$ cat config.mk
export PLATFORM = sky130hd
export DESIGN_NAME = edge_event_arbiter_flat
export DESIGN_NICKNAME = d
export VERILOG_FILES = /design/src/rtl/edge_event_arbiter_pkg.sv /design/src/rtl/edge_event_arbiter_if.sv /design/src/rtl/edge_event_arbiter_chan.sv /design/src/rtl/edge_event_arbiter.sv /design/src/flat_wrapper.sv
export SDC_FILE = /design/constraint.sdc
export NUM_CORES = 1
export LEC_CHECK = 0
export CELL_PAD_IN_SITES_DETAIL_PLACEMENT = 1
export CELL_PAD_IN_SITES_GLOBAL_PLACEMENT = 1
export CORE_MARGIN = 8
export CORE_UTILIZATION = 35
export DETAILED_ROUTE_END_ITERATION = 10
export MAX_ROUTING_LAYER = met4
export PLACE_DENSITY = 0.8
export SLEW_MARGIN = 20
export SYNTH_ARGS = -nofsm -noshare
export SYNTH_HDL_FRONTEND = slang
export SYNTH_HIERARCHICAL = 1
export SYNTH_SLANG_ARGS = --single-unit
$ cat constraint.sdc
create_clock -name clk -period 3.3 [get_ports clk]
set_input_delay 0.99 -clock clk [delete_from_list [all_inputs] [get_ports clk]]
set_output_delay 0.99 -clock clk [all_outputs]
set_load 0.02 [all_outputs]
$ cat src/rtl/edge_event_arbiter_pkg.sv
// edge_event_arbiter_pkg: FSM state encoding and round-robin pick helper shared by the arbiter
package edge_event_arbiter_pkg;

    typedef enum logic {
        ST_IDLE  = 1'b0,
        ST_OFFER = 1'b1
    } state_t;

    // First set pend bit at or after rr+1 (mod n); returns rr when nothing is pending
    function automatic int rr_pick(input logic [15:0] pend, input int rr, input int n);
        int r;
        int idx;
        logic found;
        r = rr;
        found = 1'b0;
        for (int k = 1; k <= 16; k++) begin
            if (k <= n && !found) begin
                idx = (rr + k) % n;
                if (pend[idx]) begin
                    r = idx;
                    found = 1'b1;
                end
            end
        end
        return r;
    endfunction

endpackage

$ cat src/rtl/edge_event_arbiter_if.sv
// edge_event_arbiter_if: valid/ready event port carrying channel id and edge polarity
interface edge_event_arbiter_if #(
    parameter int IDW = 2
);
    logic           ev_valid;
    logic           ev_ready;
    logic [IDW-1:0] ev_id;
    logic           ev_rise;

    modport master (output ev_valid, output ev_id, output ev_rise, input ev_ready);
    modport slave  (input ev_valid, input ev_id, input ev_rise, output ev_ready);
endinterface

$ cat src/rtl/edge_event_arbiter_chan.sv
// edge_event_arbiter_chan: per-channel edge detector with one-deep pending slot and sticky overrun
// Optional EDGE_ARB_SYNC_EN adds a 2-flop synchroniser ahead of the edge detector.
module edge_event_arbiter_chan (
    input  logic clk,
    input  logic rst,
    input  logic i_level,
    input  logic i_take,
    input  logic i_clr_overrun,
    output logic o_pend,
    output logic o_pol,
    output logic o_overrun
);
    logic w_lvl;
    logic w_edge;
    logic r_lvl_q;
    logic r_pend;
    logic r_pol;
    logic r_overrun;

`ifdef EDGE_ARB_SYNC_EN
    logic [1:0] r_sync;

    // Two-stage synchroniser for an asynchronous level
    always_ff @(posedge clk) begin
        if (rst) r_sync <= '0;
        else     r_sync <= {r_sync[0], i_level};
    end

    assign w_lvl = r_sync[1];
`else
    assign w_lvl = i_level;
`endif

    // Previous level, compared against the current one to find either edge
    always_ff @(posedge clk) begin
        if (rst) r_lvl_q <= 1'b0;
        else     r_lvl_q <= w_lvl;
    end

    assign w_edge = w_lvl ^ r_lvl_q;

    // A free (or just-vacated) slot captures the edge; a taken slot with no new edge empties
    always_ff @(posedge clk) begin
        if (rst) begin
            r_pend <= 1'b0;
            r_pol  <= 1'b0;
        end else if (w_edge && (!r_pend || i_take)) begin
            r_pend <= 1'b1;
            r_pol  <= w_lvl;
        end else if (i_take) begin
            r_pend <= 1'b0;
        end
    end

    // Edge hitting an occupied slot is dropped and flagged; flagging beats clearing
    always_ff @(posedge clk) begin
        if (rst)                               r_overrun <= 1'b0;
        else if (w_edge && r_pend && !i_take)  r_overrun <= 1'b1;
        else if (i_clr_overrun)                r_overrun <= 1'b0;
    end

    assign o_pend    = r_pend;
    assign o_pol     = r_pol;
    assign o_overrun = r_overrun;
endmodule

$ cat src/rtl/edge_event_arbiter.sv
// edge_event_arbiter: serialises per-channel level edges onto one valid/ready port in round-robin order
// Build option EDGE_ARB_SYNC_EN inserts a 2-flop synchroniser per channel (+2 cycles latency).
module edge_event_arbiter
    import edge_event_arbiter_pkg::*;
#(
    parameter int N   = 4,
    parameter int IDW = $clog2(N)
) (
    input  logic                 clk,
    input  logic                 rst,
    input  logic [N-1:0]         i_level,
    input  logic [N-1:0]         i_clr_overrun,
    output logic [N-1:0]         o_pend,
    output logic [N-1:0]         o_overrun,
    edge_event_arbiter_if.master ev
);
    state_t         r_state;
    state_t         w_next;
    logic           w_load;
    logic           w_any;
    logic [IDW-1:0] w_win;
    logic [N-1:0]   w_take;
    logic [N-1:0]   w_pend;
    logic [N-1:0]   w_pol;
    logic [IDW-1:0] r_rr;
    logic [IDW-1:0] r_id;
    logic           r_rise;

    for (genvar g = 0; g < N; g++) begin : g_chan
        edge_event_arbiter_chan u_chan (
            .clk          (clk),
            .rst          (rst),
            .i_level      (i_level[g]),
            .i_take       (w_take[g]),
            .i_clr_overrun(i_clr_overrun[g]),
            .o_pend       (w_pend[g]),
            .o_pol        (w_pol[g]),
            .o_overrun    (o_overrun[g])
        );
    end

    assign w_any  = |w_pend;
    assign w_win  = IDW'(rr_pick(16'(w_pend), int'(r_rr), N));
    assign w_take = w_load ? ({{(N-1){1'b0}}, 1'b1} << w_win) : '0;

    // FSM state register
    always_ff @(posedge clk) begin
        if (rst) r_state <= ST_IDLE;
        else     r_state <= w_next;
    end

    // Next state and load strobe: load from IDLE on any pending, or on accept while more are pending
    always_comb begin
        w_next = r_state;
        w_load = 1'b0;
        if (r_state == ST_IDLE) begin
            w_load = w_any;
            w_next = w_any ? ST_OFFER : ST_IDLE;
        end else begin
            w_load = ev.ev_ready && w_any;
            w_next = (ev.ev_ready && !w_any) ? ST_IDLE : ST_OFFER;
        end
    end

    // Output event register and round-robin pointer advance on every grant
    always_ff @(posedge clk) begin
        if (rst) begin
            r_id   <= '0;
            r_rise <= 1'b0;
            r_rr   <= '0;
        end else if (w_load) begin
            r_id   <= w_win;
            r_rise <= w_pol[w_win];
            r_rr   <= w_win;
        end
    end

    assign ev.ev_valid = (r_state == ST_OFFER);
    assign ev.ev_id    = r_id;
    assign ev.ev_rise  = r_rise;
    assign o_pend      = w_pend;
endmodule
$ cat src/flat_wrapper.sv
// flat-port wrapper written by rule: the top's interface ports become plain ports
module edge_event_arbiter_flat import edge_event_arbiter_pkg::*;
#(
    parameter int N   = 4,
    parameter int IDW = $clog2(N)
)
  (clk, rst, i_level, i_clr_overrun, o_pend, o_overrun, ev_ev_valid, ev_ev_id, ev_ev_rise, ev_ev_ready);
  edge_event_arbiter_if #(.IDW(IDW)) ev_i ();
  input  logic clk;
  input  logic rst;
  input  logic [N-1:0] i_level;
  input  logic [N-1:0] i_clr_overrun;
  output logic [N-1:0] o_pend;
  output logic [N-1:0] o_overrun;
  output wire logic [$bits(ev_i.ev_valid)-1:0] ev_ev_valid;
  output wire logic [$bits(ev_i.ev_id)-1:0] ev_ev_id;
  output wire logic [$bits(ev_i.ev_rise)-1:0] ev_ev_rise;
  input wire logic [$bits(ev_i.ev_ready)-1:0] ev_ev_ready;
  assign ev_ev_valid = ev_i.ev_valid;
  assign ev_ev_id = ev_i.ev_id;
  assign ev_ev_rise = ev_i.ev_rise;
  assign ev_i.ev_ready = ev_ev_ready;
  edge_event_arbiter #(.N(N), .IDW(IDW)) u_core (.clk(clk), .rst(rst), .i_level(i_level), .i_clr_overrun(i_clr_overrun), .o_pend(o_pend), .o_overrun(o_overrun), .ev(ev_i));
endmodule
==> reports/summary.txt <==
Vias/cell -> 4.98
I/O Pins -> 23
Hold_buf cts -> 0
# DRC -> 0
Dpl hpwl -> 1690 um
CTS tree -> done
Largest net degree at the start of global routing -> 13
GRT Util Overall -> 11.2%
TritonRoute pass-1 iters -> 3
Post-synth ARST share -> 0%
HP Class -> flip-flop to flip-flop
Power Total -> 690 uW
Period minus WS final -> 2.71 ns
Nets@finish -> 142
Post-synth EDFFs -> 0
Rel. slew slack -> 69.8%
First-pass GRT wire length -> 3780 um
Root buf cell -> clkbuf_4
CTS resizes -> 0
Core area -> 0.00245 mm2
Most common flop cell mapped by yosys -> dfxtp_1
Sequential cell area fraction in the yosys report -> 44.9%
Yosys cell types -> 25
Post-synthesis register bit count -> 20
Max_cap viols -> 0
Final period utilization -> 82.0%
Status -> finished clean
Setup TNS -> 0 ns
Worst EP required -> 3.50 ns
Post-Syn Area -> 892 um2
Critical-path maximum fanout -> 6
Fmax -> 0.370 GHz
Yosys warning total -> 6
DP Worst Slack -> 0.291 ns
Placer Congestion -> 0.901
Antenna Cells -> 0
Die height -> 66.5 um
CP Capture Type -> flip-flop
Crit Path Category -> input pin to flip-flop
Post-route ant nets -> 0
Num CTS Buffers -> 3
Worst slew pin tran -> 0.449 ns
Synth Instances -> 103
Final instance area -> 0.00121 mm2
Via count -> 796
Fin Clk Skew -> 0.00450 ns
Die X -> 66.5 um
Number of global-route vias before repair -> 842
Pwr dens -> 571 mW/mm2
Peak VDD IR -> 0.000391 V
Leakage -> 0.000470 uW
Port Buf Inserts -> 22
Final setup fails -> 0
Initial antenna violation count -> 0
H-tree levels -> 1
Cell row count -> 18
Syn Area/Cell -> 8.66 um2
RSZ-0062 raised after global routing -> no
Net Count, Synth -> 114
Initial drt markers -> 17
Clk buf depth -> 2
Startpoint class of the critical path -> input pin
Post-Place Cell Area -> 0.00116 mm2
WL/cell -> 14.0 um
Final hold vios -> 0
Fraction of layout cells with a size suffix above 1 -> 6.15%
Clock sink count -> 20
Grt total ovfl -> 0
Core Util, Final -> 49.3%
Commonest non-fill, non-tap cell in the layout -> clkdlybuf4s50_1
Final WS setup -> 0.594 ns
Initial Utilization -> 36.3%
Clock slew at reported path FFs -> 0.12 ns
Die ar. -> 0.00442 mm2
Post-CTS setup buffers -> 0
Detailed Route WL -> 2240 um
FILL cells -> 295
Max-slew violation count -> 0
WP data arrival -> 2.90 ns
Clock Latency Late Sink -> 0.30 ns
Most frequent cells in the layout -> clkdlybuf4s50_1, dfxtp_1, nor2_1, nor2b_1, a21oi_1
Synth-to-Final Area Change -> 35.6%
## state kept, by name (all words and copies together), names as in the netlist
register / count
u_core/ev.ev_id: 2
u_core/ev.ev_rise: 1
u_core/g_chan.u_chan/o_pend: 4
u_core/g_chan.u_chan/r_lvl_q: 4
u_core/g_chan.u_chan/o_overrun: 4
u_core/g_chan.u_chan/o_pol: 4
u_core/ev.ev_valid: 1
## power by group
group          leakage [uW]  switching (uW)  internal, uW
clock network     0.0000279            76.3           123
registers          0.000166            25.8           268
logic              0.000276             103          94.4
total              0.000470             205           485
## critical path, cell delays in order
cell and delay (ns):
clkdlybuf4s50_1 0.46, nand2b_1 0.11, nor2b_2 0.24, or4b_4 0.52, nor2_1 0.11, nor2b_1 0.09, o31ai_1 0.28, a21oi_1 0.11
## metal layers
metal,part of all wire [%],up-vias,routed length (um),GRT usage (%)
li1,-,411,-,-
met1,47,370,1060,13.4
met2,48,13,1070,16.9
met3,4.3,2,97,3.19
met4,0.80,0,18,5.60
met5,0,-,0,-
## logic make-up after synthesis
family / share of synthesized area [%]
buffers and inverters: 2.10
AO/OA/AOI/OAI: 18.0
XOR/XNOR: 3.93
AND/OR/NAND/NOR: 31.1
flip-flops: 44.9
## Yosys cell counts, types with 2 or more instances
library cell / number / share of area [%]
dfxtp_1: 20 / 45
nor2_1: 17 / 7.2
nor2b_1: 12 / 8.4
a21oi_1: 10 / 5.6
inv_1: 5 / 2.1
nand3b_1: 5 / 4.2
o31ai_1: 5 / 4.2
nand2b_1: 4 / 2.8
xor2_1: 4 / 3.9
a211oi_1: 3 / 2.5
a21o_1: 2 / 1.7
nand2_1: 2 / 0.84
or2b_1: 2 / 1.7
## cell type report
class | instances | area, um2 | area share [%]
Tap cell | 30 | 37.5 | 3.10
Clock inverter | 1 | 30.0 | 2.48
Clock buffer | 3 | 22.5 | 1.86
Inverter | 5 | 18.8 | 1.55
Timing Repair Buffer | 23 | 228 | 18.8
Sequential cell | 20 | 400 | 33.1
Multi-Input combinational cell | 78 | 473 | 39.1
## through the flow
stage / std cells / hold slack [ns]
after global placement: 156 / 0.458
after CTS: 160 / 0.494
after floorplan: 103 / 0.435
after global routing: 160 / 0.511
final: 160 / 0.486
after detailed placement: 156 / 0.475
## path summary, 6_finish.rpt
kind / start / end / slack [ns] / cells past startpoint
setup / recovery: ev_ev_ready / u_core/g_chan[3].u_chan/o_pol / 0.59 / 8
hold / removal: u_core/g_chan[0].u_chan/o_pol / u_core/g_chan[0].u_chan/o_pol / 0.49 / 2
setup reg to reg: u_core/g_chan[0].u_chan/o_pend / u_core/g_chan[3].u_chan/o_pol / 1.29 / 7
hold reg to reg: u_core/g_chan[0].u_chan/o_pol / u_core/g_chan[0].u_chan/o_pol / 0.49 / 2
Note: power is estimated with default switching activity, not from simulation.
